### src/rtl/dvp_camera_emulator.sv
// Synthetic OV7670-style DVP source that drives pclk, href, vsync and RGB565 bytes
// with sensor-like frame timing and selectable test patterns.
module dvp_camera_emulator #(
  parameter int unsigned H_ACTIVE    = 640,
  parameter int unsigned V_ACTIVE    = 480,
  parameter int unsigned H_BLANK     = 144,
  parameter int unsigned VSYNC_LINES = 3,
  parameter int unsigned V_BACK      = 17,
  parameter int unsigned V_FRONT     = 10
) (
  input  logic        clk,
  input  logic        reset,
  input  logic        enable,
  input  logic [1:0]  pattern_sel,
  output logic        cam_pclk,
  output logic        cam_href,
  output logic        cam_vsync,
  output logic [7:0]  cam_data,
  output logic        frame_done,
  output logic [15:0] frame_count
);

  localparam int unsigned LINE_BYTES = 2 * H_ACTIVE + H_BLANK;
  localparam int unsigned HREF_BYTES = 2 * H_ACTIVE;
  localparam int unsigned BAR_W      = H_ACTIVE / 8;
  localparam int unsigned M1         = (VSYNC_LINES > V_BACK) ? VSYNC_LINES : V_BACK;
  localparam int unsigned M2         = (V_ACTIVE > V_FRONT) ? V_ACTIVE : V_FRONT;
  localparam int unsigned MAX_LINES  = (M1 > M2) ? M1 : M2;
  localparam int unsigned HW         = $clog2(LINE_BYTES);
  localparam int unsigned LW         = $clog2(MAX_LINES + 1);
  localparam int unsigned XW         = $clog2(H_ACTIVE);

  typedef enum logic [2:0] {IDLE, VSYNC, VBACK, ACTIVE, VFRONT} state_t;

  state_t          state, state_n;
  logic [HW-1:0]   hcnt, hcnt_n;
  logic [LW-1:0]   lcnt, lcnt_n, last_line;
  logic            line_end, start_frame, active_end;
  logic [1:0]      pattern_q;
  logic [15:0]     solid_q;
  logic [15:0]     pixel;
  logic [XW-1:0]   x;

  // Register stage: pclk divider every clk; frame state only advances on pclk falling edges.
  always_ff @(posedge clk) begin
    if (reset) begin
      cam_pclk    <= 1'b0;
      state       <= IDLE;
      hcnt        <= '0;
      lcnt        <= '0;
      pattern_q   <= '0;
      solid_q     <= '0;
      frame_done  <= 1'b0;
      frame_count <= '0;
    end else begin
      cam_pclk   <= ~cam_pclk;
      frame_done <= 1'b0;
      if (cam_pclk) begin
        state <= state_n;
        hcnt  <= hcnt_n;
        lcnt  <= lcnt_n;
        if (start_frame) begin
          pattern_q <= pattern_sel;
          solid_q   <= frame_count;
        end
        if (active_end) begin
          frame_done  <= 1'b1;
          frame_count <= frame_count + 16'd1;
        end
      end
    end
  end

  // Next-state logic: byte counter within a line, line counter within the current state.
  always_comb begin
    state_n     = state;
    hcnt_n      = hcnt;
    lcnt_n      = lcnt;
    start_frame = 1'b0;
    active_end  = 1'b0;
    line_end    = (32'(hcnt) == LINE_BYTES - 1);
    last_line   = '0;
    case (state)
      VSYNC:   last_line = LW'(VSYNC_LINES - 1);
      VBACK:   last_line = LW'(V_BACK - 1);
      ACTIVE:  last_line = LW'(V_ACTIVE - 1);
      VFRONT:  last_line = LW'(V_FRONT - 1);
      default: last_line = '0;
    endcase
    if (state == IDLE) begin
      if (enable) begin
        state_n     = VSYNC;
        hcnt_n      = '0;
        lcnt_n      = '0;
        start_frame = 1'b1;
      end
    end else begin
      hcnt_n = line_end ? '0 : hcnt + HW'(1);
      if (line_end) begin
        if (lcnt == last_line) begin
          lcnt_n = '0;
          case (state)
            VSYNC:   state_n = VBACK;
            VBACK:   state_n = ACTIVE;
            ACTIVE: begin
              state_n    = VFRONT;
              active_end = 1'b1;
            end
            default: begin
              if (enable) begin
                state_n     = VSYNC;
                start_frame = 1'b1;
              end else begin
                state_n = IDLE;
              end
            end
          endcase
        end else begin
          lcnt_n = lcnt + LW'(1);
        end
      end
    end
  end

  // Pattern generator: pixel value for the current x (byte pair) and y (active line).
  always_comb begin
    x     = XW'(hcnt >> 1);
    pixel = '0;
    case (pattern_q)
      2'd0: begin
        case (3'(32'(x) / BAR_W))
          3'd0:    pixel = 16'hFFFF;
          3'd1:    pixel = 16'hFFE0;
          3'd2:    pixel = 16'h07FF;
          3'd3:    pixel = 16'h07E0;
          3'd4:    pixel = 16'hF81F;
          3'd5:    pixel = 16'hF800;
          3'd6:    pixel = 16'h001F;
          default: pixel = 16'h0000;
        endcase
      end
      2'd1:    pixel = 16'(x);
      2'd2:    pixel = (((32'(x) ^ 32'(lcnt)) & 32'd8) != 32'd0) ? 16'hFFFF : 16'h0000;
      default: pixel = solid_q;
    endcase
  end

  // Sync and data decode from registered state, so outputs move only with pclk falling edges.
  always_comb begin
    cam_vsync = (state == VSYNC);
    cam_href  = (state == ACTIVE) && (32'(hcnt) < HREF_BYTES);
    cam_data  = '0;
    if (cam_href) begin
      cam_data = hcnt[0] ? pixel[7:0] : pixel[15:8];
    end
  end

endmodule
### config.mk
export PLATFORM = sky130hd
export DESIGN_NAME = dvp_camera_emulator
export DESIGN_NICKNAME = d
export VERILOG_FILES = /design/src/rtl/dvp_camera_emulator.sv
export SDC_FILE = /design/constraint.sdc
export NUM_CORES = 1
export LEC_CHECK = 0
export ABC_AREA = 1
export CAP_MARGIN = 20
export CORE_MARGIN = 4
export CORE_UTILIZATION = 58
export DETAILED_ROUTE_END_ITERATION = 8
export PLACE_DENSITY = 0.8
export SLEW_MARGIN = 30
export SYNTH_ARGS = -nofsm -noshare
export SYNTH_HDL_FRONTEND = slang
export SYNTH_SLANG_ARGS = --single-unit
### constraint.sdc
create_clock -name clk -period 3.53 [get_ports clk]
set_input_delay 0.5295 -clock clk [delete_from_list [all_inputs] [get_ports clk]]
set_output_delay 0.5295 -clock clk [all_outputs]
set_load 0.01 [all_outputs]
==> metrics, run 1 <==
startpoint types=register; final number of setup-violating endpoints=0; worst reg2reg startpoint=state[0]$_SDFFE_PP0P_; critical path data arrival time=2830 ps; total power per unit cell area=~480 nW/um^2; critical setup path kind=reg2out; CORE AREA=5991 sq um; floorplan row count=28; total internal power=between 1000 and 1500 uW; Skew-Pair Late Insertion Delay=roughly 340 ps; slowest cell delay on critical path=between 300 and 400 ps; slowest cell on the critical path=dfxtp_1; logic gate share of total power=between 20 and 25%; kind of cell with the highest combined delay on the critical path=compound AO/OA/AOI/OAI gates; final instance area=about 4300 sq um; io pins=33; final worst hold slack=489.8 ps; initial antenna violation count=0; net switching power of the design=~610 uW; Clock Tree Root=clkbuf_8; status=complete, no violations; number of library cell types mapped by synthesis=slightly below 50; detailed placer's ending HPWL=roughly 6600 um; Mapped Cells=511; highest clock frequency the design can meet=~300 MHz; hold buffer count at CTS=0; number of clock buffers inserted by TritonCTS=9; maximum fanout encountered on the critical timing path=8; Fin. Hold Viols=0; maximum number of pins on one net before global-route repair=36; Final Wtd Congestion=0.8549; global router's overall resource usage=roughly a quarter; TritonRoute pass-1 iters=5; number of violations of the max-capacitance limit=0; area occupied by multi-input gates=2106 sq um; worst slew margin relative to its limit=between 50% and 60%; Synth Register Bits=roughly 60; Storage cell area=around 1200 sq um; number of warnings reported in the yosys synthesis log=0; height of the die=87.10 um; Top cell by count, worst path=nand2_4; number of nets at the end of the flow=around 560; sequential area share after synthesis=32.55%; buffers from clock root to sink, at most=2; Buf+Inv Stages, Crit Path=6; proportion of layout cells with a drive suffix above 1=around a fifth; leak pwr=around 0.0018 uW; clock group share of total power=about two fifths; total overflow reported by the global router=0; total placed cells including tap cells=611; # DRC=0; number of sinks driven by the clock tree=59; final count of pins violating max slew=0; startpoint of the tightest hold check path=frame_count[15]$_SDFFE_PP0P_; area delta synth->final=19.00%; effective utilization at floorplan=60.57%; floorplan die area=between 7000 and 8000 sq um; Layout fillers=just over 500; clock tree from TritonCTS=built; post-detailed-route via-to-cell ratio=5.648; Total Routed Length=around 9000 um; Synth Cell Area=approximately 3600 sq um; post-synthesis net count=between 500 and 600; number of routed nets with antenna violations=0; data required time at the worst endpoint=3000 ps; CP endpoint kind=output pin; Hold/Removal Path Class=reg2reg; H-tree depth=3; final setup TNS=0 ps; number of input and output port buffers inserted=32; sequential cell fraction of total power=~37%; die span in x=87.10 um; final std cells w/o fill=between 600 and 700; routed length per instance=14.27 um; mean post-synth cell area=~7 sq um; startpoint of the worst setup timing path=hcnt[8]$_SDFFE_PP0P_; Tcrit/Tclk final=~95%; fraction of power spent switching nets=slightly below 30%; min cycle time layout=between 3000 and 4000 ps; Worst Tran Pin Value=607.7 ps; Via Count=about 3600; clock slew at the register clock pins of the worst setup and hold paths=approximately 60 ps; post-layout util=72.08%; critical path cell sequence=inv_4 > nand2_4 > ha_4 > inv_1 > a21oi_4 > nor2_4 > nand2_4 > nand2_2 > nand2_2 > inv_2 > nand2_4 > nand3_4 > o31ai_4 > buf_4 > buf_4 > o211ai_1 > a21oi_1 > clkbuf_2; total inserted antenna cells=0; Peak supply drop=0.3518 mV; global-route wire length before repair=between 15000 and 20000 um; Placement Cell Area=~4000 sq um; detailed router's first-iteration violation count=292; maximum clock skew at final layout=10.65 ps; vias in the first global route=~3300
[registers in the layout (all words and copies together), names as in the netlist]
register	cells
cam_pclk	1
frame_count	16
frame_done	1
hcnt	11
lcnt	9
pattern_q	2
solid_q	16
state	3
[worst paths after layout]
kind / endpoint / slack, ps / cells after the start
min reg2reg: solid_q[15]$_SDFFE_PP0P_ / 490 / 2
min: solid_q[15]$_SDFFE_PP0P_ / 490 / 2
max reg2reg: pattern_q[1]$_SDFFE_PP0P_ / 1070 / 15
max: cam_data[5] / 180 / 18
[cell type report]
type | count | area share [%]
multi-input cells | 365 | 48.77
well taps | 75 | 2.173
clock buffers | 12 | 3.593
repair buffers | 46 | 9.012
clock inverters | 4 | 2.782
inverters | 72 | 6.317
flip-flops and latches | 59 | 27.35
[per-stage QoR]
stage	power (uW)	worst slack [ps]
floorplan	1118	836.2
detailed placement	1215	181.4
global route	2191	-4.383
CTS	2083	23.64
global placement	1202	267.8
finish	2088	175.0
[cell usage after synthesis, drive strengths merged]
master  instances  area, sq um
nor3           17        105.1
a31oi           3        18.77
nand2         100        440.4
or2             7        43.79
nand3b          1        7.510
ha              4        50.05
o31ai           1        21.27
and2            1        6.260
a211oi          3        27.52
nor4            1        6.260
nand4          11        68.82
o21bai          4        33.78
inv            71        269.0
nand3          35        242.7
and3            1        6.260
a21oi          53        299.0
o21a            1        7.510
o211ai          8        60.06
clkinv          1        3.750
buf             8        61.31
o221ai          1        8.760
dfxtp          59         1181
xor2            9        78.83
clkbuf          7        27.52
o21ai          50        250.2
a221oi          1        8.760
nor3b           2        25.02
xnor2           1        8.760
a22oi           2        15.01
nor2           48        245.2
[what timing repair did]
action,in CTS,in global routing
gates resized for setup,14,13
hold endpoints to repair,0,0
buffers inserted,3,3
setup endpoints to repair,8,7
pin swaps,3,7
cloned,0,0
[layout by cell type, fill, tap and decap left out, types with 4 or more instances in the layout]
| cell type | synthesis | layout |
|---|---|---|
| nor2_2 | 4 | 4 |
| or2_2 | 5 | 5 |
| o21ai_0 | 30 | 30 |
| inv_2 | 13 | 14 |
| nor3_1 | 13 | 13 |
| bufinv_16 | 0 | 4 |
| nor2_1 | 39 | 39 |
| nand3_2 | 6 | 6 |
| a21oi_2 | 6 | 5 |
| o211ai_1 | 8 | 8 |
| nand3_1 | 26 | 26 |
| nand2_2 | 8 | 8 |
| nor3_2 | 4 | 4 |
| clkbuf_8 | 0 | 11 |
| nand2_4 | 6 | 6 |
| inv_1 | 57 | 56 |
| nand2_1 | 86 | 86 |
| buf_4 | 1 | 14 |
| nand4_1 | 11 | 11 |
| dfxtp_1 | 59 | 59 |
| clkdlybuf4s50_1 | 0 | 24 |
| a21oi_1 | 46 | 46 |
| xor2_1 | 9 | 9 |
| o21ai_1 | 20 | 20 |
| clkbuf_2 | 1 | 5 |
[power groups by stage]
| stage | registers (uW) | logic, uW | clock network, uW |
|---|---|---|---|
| final | 777 | 461 | 850 |
| after global routing | 781 | 515 | 895 |
| after CTS | 774 | 448 | 862 |
| after detailed placement | 788 | 428 | 0 |
| after global placement | 786 | 416 | 0 |
| after floorplan | 766 | 352 | 0 |
[cells by family (layout without fill, tap and decap cells)]
logic type               count (synthesis)  count (layout)  synth area share, %
AO/OA/AOI/OAI                          127             127                20.69
XOR/XNOR                                10              10                2.414
adder cells (fa/ha/maj)                  4               4                1.379
buffers and inverters                   87             134                9.966
flip-flops                              59              59                32.55
AND/OR/NAND/NOR                        224             224                33.00
[worst reg2reg max path: cells and delay by family (launching register included)]
family          cells  cell delay (ps)
buf+inv             6              810
flops               1              430
simple gates        6              790
compound gates      3              330
[per-layer routing]
layer,wire (um),global-route usage [%]
met4,205,9.902
met2,4266,40.86
met1,4107,32.89
met3,450,4.068
met5,0,0
Note: power is estimated with default switching activity, not from simulation.
==> run 2: changes to the inputs <==
Settings changed: ABC_CLOCK_PERIOD_IN_PS from default to 3530, TNS_END_PERCENT from default to 50.
==> metrics, run 2 (same netlist as run 1, synthesis figures left out) <==
depth of the worst register-to-register path=15 (unchanged); worst reg2reg startpoint=state[0]$_SDFFE_PP0P_ (unchanged); number of sinks driven by the clock tree=59 (unchanged); Hold/Removal Path Class=reg2reg (unchanged); post-detailed-route via-to-cell ratio=5.682 (was 5.648); Placement Cell Area=4014 sq um (unchanged); largest registers=frame_count: 16 flops, solid_q: 16 flops, hcnt: 11 flops (unchanged); area delta synth->final=18.48% (was 19.00%); CORE AREA=5991 sq um (unchanged); Layout fillers=521 (was 519); height of the die=87.10 um (unchanged); routed length per instance=14.27 um (about the same); final worst hold slack=489.7 ps (was 489.8 ps); TritonRoute pass-1 iters=5 (unchanged); initial antenna violation count=0 (unchanged); clock tree from TritonCTS=built (unchanged); final std cells w/o fill=629 (was 633); slowest cell delay on critical path=340 ps (about the same); Tcrit/Tclk final=96.06% (was 95.04%); Worst Tran Pin Value=607.4 ps (was 607.7 ps); number of routed nets with antenna violations=0 (unchanged); proportion of layout cells with a drive suffix above 1=18.95% (was 18.82%); final number of setup-violating endpoints=0 (unchanged); floorplan die area=7586 sq um (unchanged); maximum fanout encountered on the critical timing path=8 (unchanged); detailed placer's ending HPWL=6624 um (unchanged); detailed router's first-iteration violation count=268 (was 292); Reg-to-Reg End=pattern_q[1]$_SDFFE_PP0P_ (unchanged); leak pwr=0.001769 uW (was 0.001779 uW); worst reg-to-reg setup slack=1070 ps (about the same); CP endpoint kind=output pin (unchanged); Skew-Pair Late Insertion Delay=340 ps (about the same); Worst Setup EP=cam_data[3] (was cam_data[5]); Clock Tree Root=clkbuf_8 (unchanged); Top cell by count, worst path=nand2_4 (unchanged); critical path cell sequence=inv_4 > nand2_4 > ha_4 > inv_2 > a21oi_4 > nor2_4 > nand2_4 > nand2_2 > nand2_2 > inv_2 > nand2_4 > nand3_4 > o31ai_4 > buf_4 > o21ai_1 > nand2_1 > nand2_1 > a21oi_2 > clkbuf_2 (was inv_4 > nand2_4 > ha_4 > inv_1 > a21oi_4 > nor2_4 > nand2_4 > nand2_2 > nand2_2 > inv_2 > nand2_4 > nand3_4 > o31ai_4 > buf_4 > buf_4 > o211ai_1 > a21oi_1 > clkbuf_2); number of clock buffers inserted by TritonCTS=9 (unchanged); startpoint types=register (unchanged); critical setup path kind=reg2out (unchanged); area occupied by multi-input gates=2117 sq um (was 2106 sq um); final instance area=4299 sq um (was 4318 sq um); total inserted antenna cells=0 (unchanged); vias in the first global route=3292 (was 3328); Final Wtd Congestion=0.8549 (unchanged); clock slew at the register clock pins of the worst setup and hold paths=60 ps (about the same); post-layout util=71.76% (was 72.08%); critical path data arrival time=2860 ps (was 2830 ps); Storage cell area=1181 sq um (unchanged); buffers from clock root to sink, at most=2 (unchanged); H-tree depth=3 (unchanged); effective utilization at floorplan=60.57% (unchanged); Fin. Hold Viols=0 (unchanged); number of nets at the end of the flow=558 (was 562); data required time at the worst endpoint=3000 ps (about the same); total power of the final layout=2073 uW (was 2088 uW); number of violations of the max-capacitance limit=0 (unchanged); die span in x=87.10 um (unchanged); number of input and output port buffers inserted=32 (unchanged); highest clock frequency the design can meet=294.9 MHz (was 298.1 MHz); critical path depth=19 (was 18); Peak supply drop=0.3564 mV (was 0.3518 mV); floorplan row count=28 (unchanged); most used cells in the layout excluding fill and tap cells=nand2_1 (85), dfxtp_1 (59), inv_1 (55), a21oi_1 (46), nor2_1 (39) (was nand2_1 (86), dfxtp_1 (59), inv_1 (56), a21oi_1 (46), nor2_1 (39)); io pins=33 (unchanged); min cycle time layout=3391 ps (was 3355 ps); maximum number of pins on one net before global-route repair=36 (unchanged); total power per unit cell area=482.1 nW/um^2 (was 483.6 nW/um^2); leading cell type in the layout, fill and taps excluded=nand2_1 (unchanged); total overflow reported by the global router=0 (unchanged); Total Routed Length=8975 um (was 9030 um); slowest cell on the critical path=dfxtp_1 (unchanged); total placed cells including tap cells=611 (unchanged); worst slew margin relative to its limit=59.38% (was 59.36%); # DRC=0 (unchanged); maximum clock skew at final layout=11.31 ps (was 10.65 ps); final count of pins violating max slew=0 (unchanged); kind of cell with the highest combined delay on the critical path=simple AND/OR/NAND/NOR gates (was compound AO/OA/AOI/OAI gates); startpoint of the worst setup timing path=hcnt[8]$_SDFFE_PP0P_ (unchanged); global router's overall resource usage=24.56% (was 24.99%); Buf+Inv Stages, Crit Path=5 (was 6); hold buffer count at CTS=0 (unchanged); status=complete, no violations (unchanged); Via Count=3574 (was 3575); global-route wire length before repair=14880 um (was 15120 um)
-- run 2: cell count changes in the layout (fill, tap and decap cells not counted), sizes merged --
cell,before,now
buf,16,10
clkbuf,17,19
-- run 2: final cells by class --
| type | instances | area share [%] |
|---|---|---|
| Timing Repair Buffer | 42 | 8.353 |
| Tap cell | 75 | 2.183 |
| Clock inverter | 4 | 2.794 |
| Clock buffer | 12 | 3.609 |
| Sequential cell | 59 | 27.47 |
| Multi-Input combinational cell | 365 | 49.24 |
| Inverter | 72 | 6.345 |
-- run 2: metrics by stage --
stage               TNS (ps)  setup slack [ps]
floorplan                  0             836.2
detailed placement         0             181.4
global route          -28.55            -24.68
CTS                   -132.5            -132.5
global placement           0             267.8
finish                     0             139.0
-- run 2: worst min-delay path by stage --
stage                            startpoint                  endpoint  slack, ps  depth (start not counted)
3_5_place_dp   frame_count[15]$_SDFFE_PP0P_  solid_q[15]$_SDFFE_PP0P_        480                          2
5_1_grt        frame_count[15]$_SDFFE_PP0P_  solid_q[15]$_SDFFE_PP0P_        530                          2
4_1_cts        frame_count[15]$_SDFFE_PP0P_  solid_q[15]$_SDFFE_PP0P_        490                          2
3_3_place_gp   frame_count[15]$_SDFFE_PP0P_  solid_q[15]$_SDFFE_PP0P_        480                          2
6_report       frame_count[15]$_SDFFE_PP0P_  solid_q[15]$_SDFFE_PP0P_        490                          2
2_1_floorplan      solid_q[12]$_SDFFE_PP0P_  solid_q[12]$_SDFFE_PP0P_        460                          2
-- run 2: repair_timing --
| item | in CTS | in global routing |
|---|---|---|
| setup buffers | 0 | 2 |
| pin swaps | 1 | 6 |
| endpoints found under the setup margin | 8 | 8 |
| gates resized for setup | 7 | 21 |
-- run 2: tightest hold or removal path, delay by kind of cell (launching register included) --
family	cells	cell delay, ps
buffers and inverters	1	70
AOI/OAI and AO/OA	1	60
DFF	1	310
-- run 2: per-layer routing --
layer,global-route usage [%],vias to the layer above,share of wire [%]
li1,-,1781,-
met1,32.54,1655,46
met2,39.75,110,47
met3,4.068,28,4.8
met4,9.902,0,2.9
met5,0,-,0
-- run 2: where the power goes --
group | switching, uW | internal (uW) | leakage [uW]
clock | 271 | 580 | 0.000137
sequential | 52.8 | 724 | 0.000478
combinational | 287 | 159 | 0.00115
==> run 3: changes to the inputs <==
Settings changed: ABC_CLOCK_PERIOD_IN_PS 3530 to default, CORE_UTILIZATION 58 to 35, PLACE_DENSITY 0.8 to default.
==> metrics, run 3 (same netlist as run 1, synthesis figures left out) <==
initial antenna violation count=0 (unchanged); clock slew at the register clock pins of the worst setup and hold paths=80 ps (was 60 ps); critical path data arrival time=2820 ps (was 2860 ps); maximum clock skew at final layout=13.91 ps (was 11.31 ps); leak pwr=0.001745 uW (was 0.001769 uW); buffers from clock root to sink, at most=2 (unchanged); startpoint of the tightest hold check path=frame_count[15]$_SDFFE_PP0P_ (unchanged); Clock Tree Root=clkbuf_8 (unchanged); detailed router's first-iteration violation count=227 (was 268); TritonRoute pass-1 iters=5 (unchanged); maximum fanout encountered on the critical timing path=7 (was 8); CP endpoint kind=output pin (unchanged); kind of cell with the highest combined delay on the critical path=simple AND/OR/NAND/NOR gates (unchanged); Via Count=3470 (was 3574); setup repair after global routing missed its margin=false; leading cell type in the layout, fill and taps excluded=nand2_1 (unchanged); number of sinks driven by the clock tree=59 (unchanged); area delta synth->final=18.79% (was 18.48%); data required time at the worst endpoint=3000 ps (about the same); floorplan row count=36 (was 28); final instance area=4310 sq um (was 4299 sq um); global-route wire length before repair=15730 um (was 14880 um); proportion of layout cells with a drive suffix above 1=18.67% (was 18.95%); most used cells in the layout excluding fill and tap cells=nand2_1 (86), dfxtp_1 (57), inv_1 (56), a21oi_1 (46), nor2_1 (39) (was nand2_1 (85), dfxtp_1 (59), inv_1 (55), a21oi_1 (46), nor2_1 (39)); number of violations of the max-capacitance limit=0 (unchanged); Tcrit/Tclk final=94.90% (was 96.06%); startpoint types=register (unchanged); effective utilization at floorplan=36.45% (was 60.57%); total inserted antenna cells=0 (unchanged); number of nets at the end of the flow=561 (was 558); critical setup path kind=reg2out (unchanged); worst reg-to-reg setup slack=1000 ps (was 1070 ps); final number of setup-violating endpoints=0 (unchanged); min cycle time layout=3350 ps (was 3391 ps); # DRC=0 (unchanged); status=complete, no violations (unchanged); CORE AREA=9955 sq um (was 5991 sq um); number of clock buffers inserted by TritonCTS=9 (unchanged); Final Wtd Congestion=0.8966 (was 0.8549); Worst Tran Pin Value=546.3 ps (was 607.4 ps); Fin. Hold Viols=0 (unchanged); total overflow reported by the global router=0 (unchanged); clock tree from TritonCTS=built (unchanged); highest clock frequency the design can meet=298.5 MHz (was 294.9 MHz); final count of pins violating max slew=0 (unchanged); slowest cell on the critical path=dfxtp_2 (was dfxtp_1); Skew-Pair Late Insertion Delay=350 ps (was 340 ps); critical path cell sequence=inv_4 > nand2_4 > ha_4 > inv_1 > a21oi_2 > nor2_4 > nand2_4 > nand2_2 > nand2_2 > inv_2 > nand2_4 > nand3_4 > nand2_2 > nand2_1 > nand3_1 > nand3_2 > nand2_1 > nand2_1 > a21oi_2 > clkdlybuf4s15_1 (was inv_4 > nand2_4 > ha_4 > inv_2 > a21oi_4 > nor2_4 > nand2_4 > nand2_2 > nand2_2 > inv_2 > nand2_4 > nand3_4 > o31ai_4 > buf_4 > o21ai_1 > nand2_1 > nand2_1 > a21oi_2 > clkbuf_2); Total Routed Length=9293 um (was 8975 um); final setup TNS=0 ps (unchanged); maximum number of pins on one net before global-route repair=33 (was 36); Buf+Inv Stages, Crit Path=4 (was 5); detailed placer's ending HPWL=7146 um (was 6624 um); global router's overall resource usage=16.46% (was 24.56%); number of routed nets with antenna violations=0 (unchanged); Peak supply drop=0.2741 mV (was 0.3564 mV); number of input and output port buffers inserted=32 (unchanged); vias in the first global route=3233 (was 3292); total power per unit cell area=415.4 nW/um^2 (was 482.1 nW/um^2); post-detailed-route via-to-cell ratio=5.029 (was 5.682); Placement Cell Area=4086 sq um (was 4014 sq um); routed length per instance=13.47 um (was 14.27 um); height of the die=109.8 um (was 87.10 um); floorplan die area=12060 sq um (was 7586 sq um); slowest cell delay on critical path=340 ps (about the same); die span in x=109.8 um (was 87.10 um); largest registers=frame_count: 16 flops, solid_q: 16 flops, hcnt: 11 flops (unchanged); worst reg2reg startpoint=state[0]$_SDFFE_PP0P_ (unchanged); startpoint of the worst setup timing path=hcnt[8]$_SDFFE_PP0P_ (unchanged); H-tree depth=3 (unchanged); hold buffer count at CTS=0 (unchanged); final worst hold slack=502.0 ps (was 489.7 ps); Hold/Removal Path Class=reg2reg (unchanged); worst slew margin relative to its limit=63.44% (was 59.38%); io pins=33 (unchanged)
-- run 3: cell types whose count changed in the layout (fill, tap and decap cells not counted), moves of 3 or more --
| cell | change |
|---|---|
| buf_4 | +3 |
| bufinv_16 | -4 |
| clkbuf_2 | -6 |
| inv_6 | +3 |
-- run 3: layout make-up --
type / count / area (sq um)
fillers: 1039 / 5644
multi-input cells: 365 / 2102
flip-flops and latches: 59 / 1184
repair buffers: 45 / 402.9
inverters: 72 / 272.8
well taps: 133 / 166.4
clock buffers: 9 / 123.9
clock inverters: 7 / 58.81
-- run 3: metrics by stage --
step / setup WS [ps] / instances / utilization, % / total power, uW
2_1_floorplan: 836.2 / 511 / - / 1118
3_3_place_gp: 227.5 / 669 / 41.05 / 1217
3_5_place_dp: 147.8 / 669 / 41.05 / 1225
4_1_cts: -143.8 / 685 / 42.80 / 1797
5_1_grt: 0.4403 / 690 / 43.30 / 1904
6_report: 180.1 / 690 / 43.30 / 1790
-- run 3: worst paths after layout --
kind	to	cells after the start
hold reg to reg	frame_count[15]$_SDFFE_PP0P_	2
setup reg to reg	pattern_q[1]$_SDFFE_PP0P_	15
hold / removal	frame_count[15]$_SDFFE_PP0P_	2
setup / recovery	cam_data[2]	20
-- run 3: report_power, final --
group          switching (uW)  leakage (uW)  internal (uW)
Combinational             283       0.00118            153
Sequential               62.0      0.000479            723
Clock                     305     0.0000868            264
-- run 3: worst register-to-register path: stages, from the launching register on --
cell and delay (ps):
dfxtp_1 460, nor2_1 110, inv_2 70, nor2_2 60
inv_2 90, or2_1 120, nand2_2 170, nor2_4 200
inv_2 90, nor2_8 150, inv_2 80, a21oi_4 110
buf_4 300, inv_1 170, o21ai_0 180, a21oi_1 60
-- run 3: repair_timing --
item | 4_1_cts | 5_1_grt
setup buffers | 0 | 5
endpoints found under the setup margin | 8 | 8
gates resized for setup | 7 | 16
gates cloned | 0 | 0
pin swaps | 0 | 7
-- run 3: per-layer routing --
metal | track usage (%) | vias to the layer above | part of all wire (%)
li1 | - | 1799 | -
met1 | 23.27 | 1588 | 50
met2 | 25.26 | 73 | 44
met3 | 3.641 | 10 | 4.4
met4 | 4.185 | 0 | 0.95
met5 | 0 | - | 0
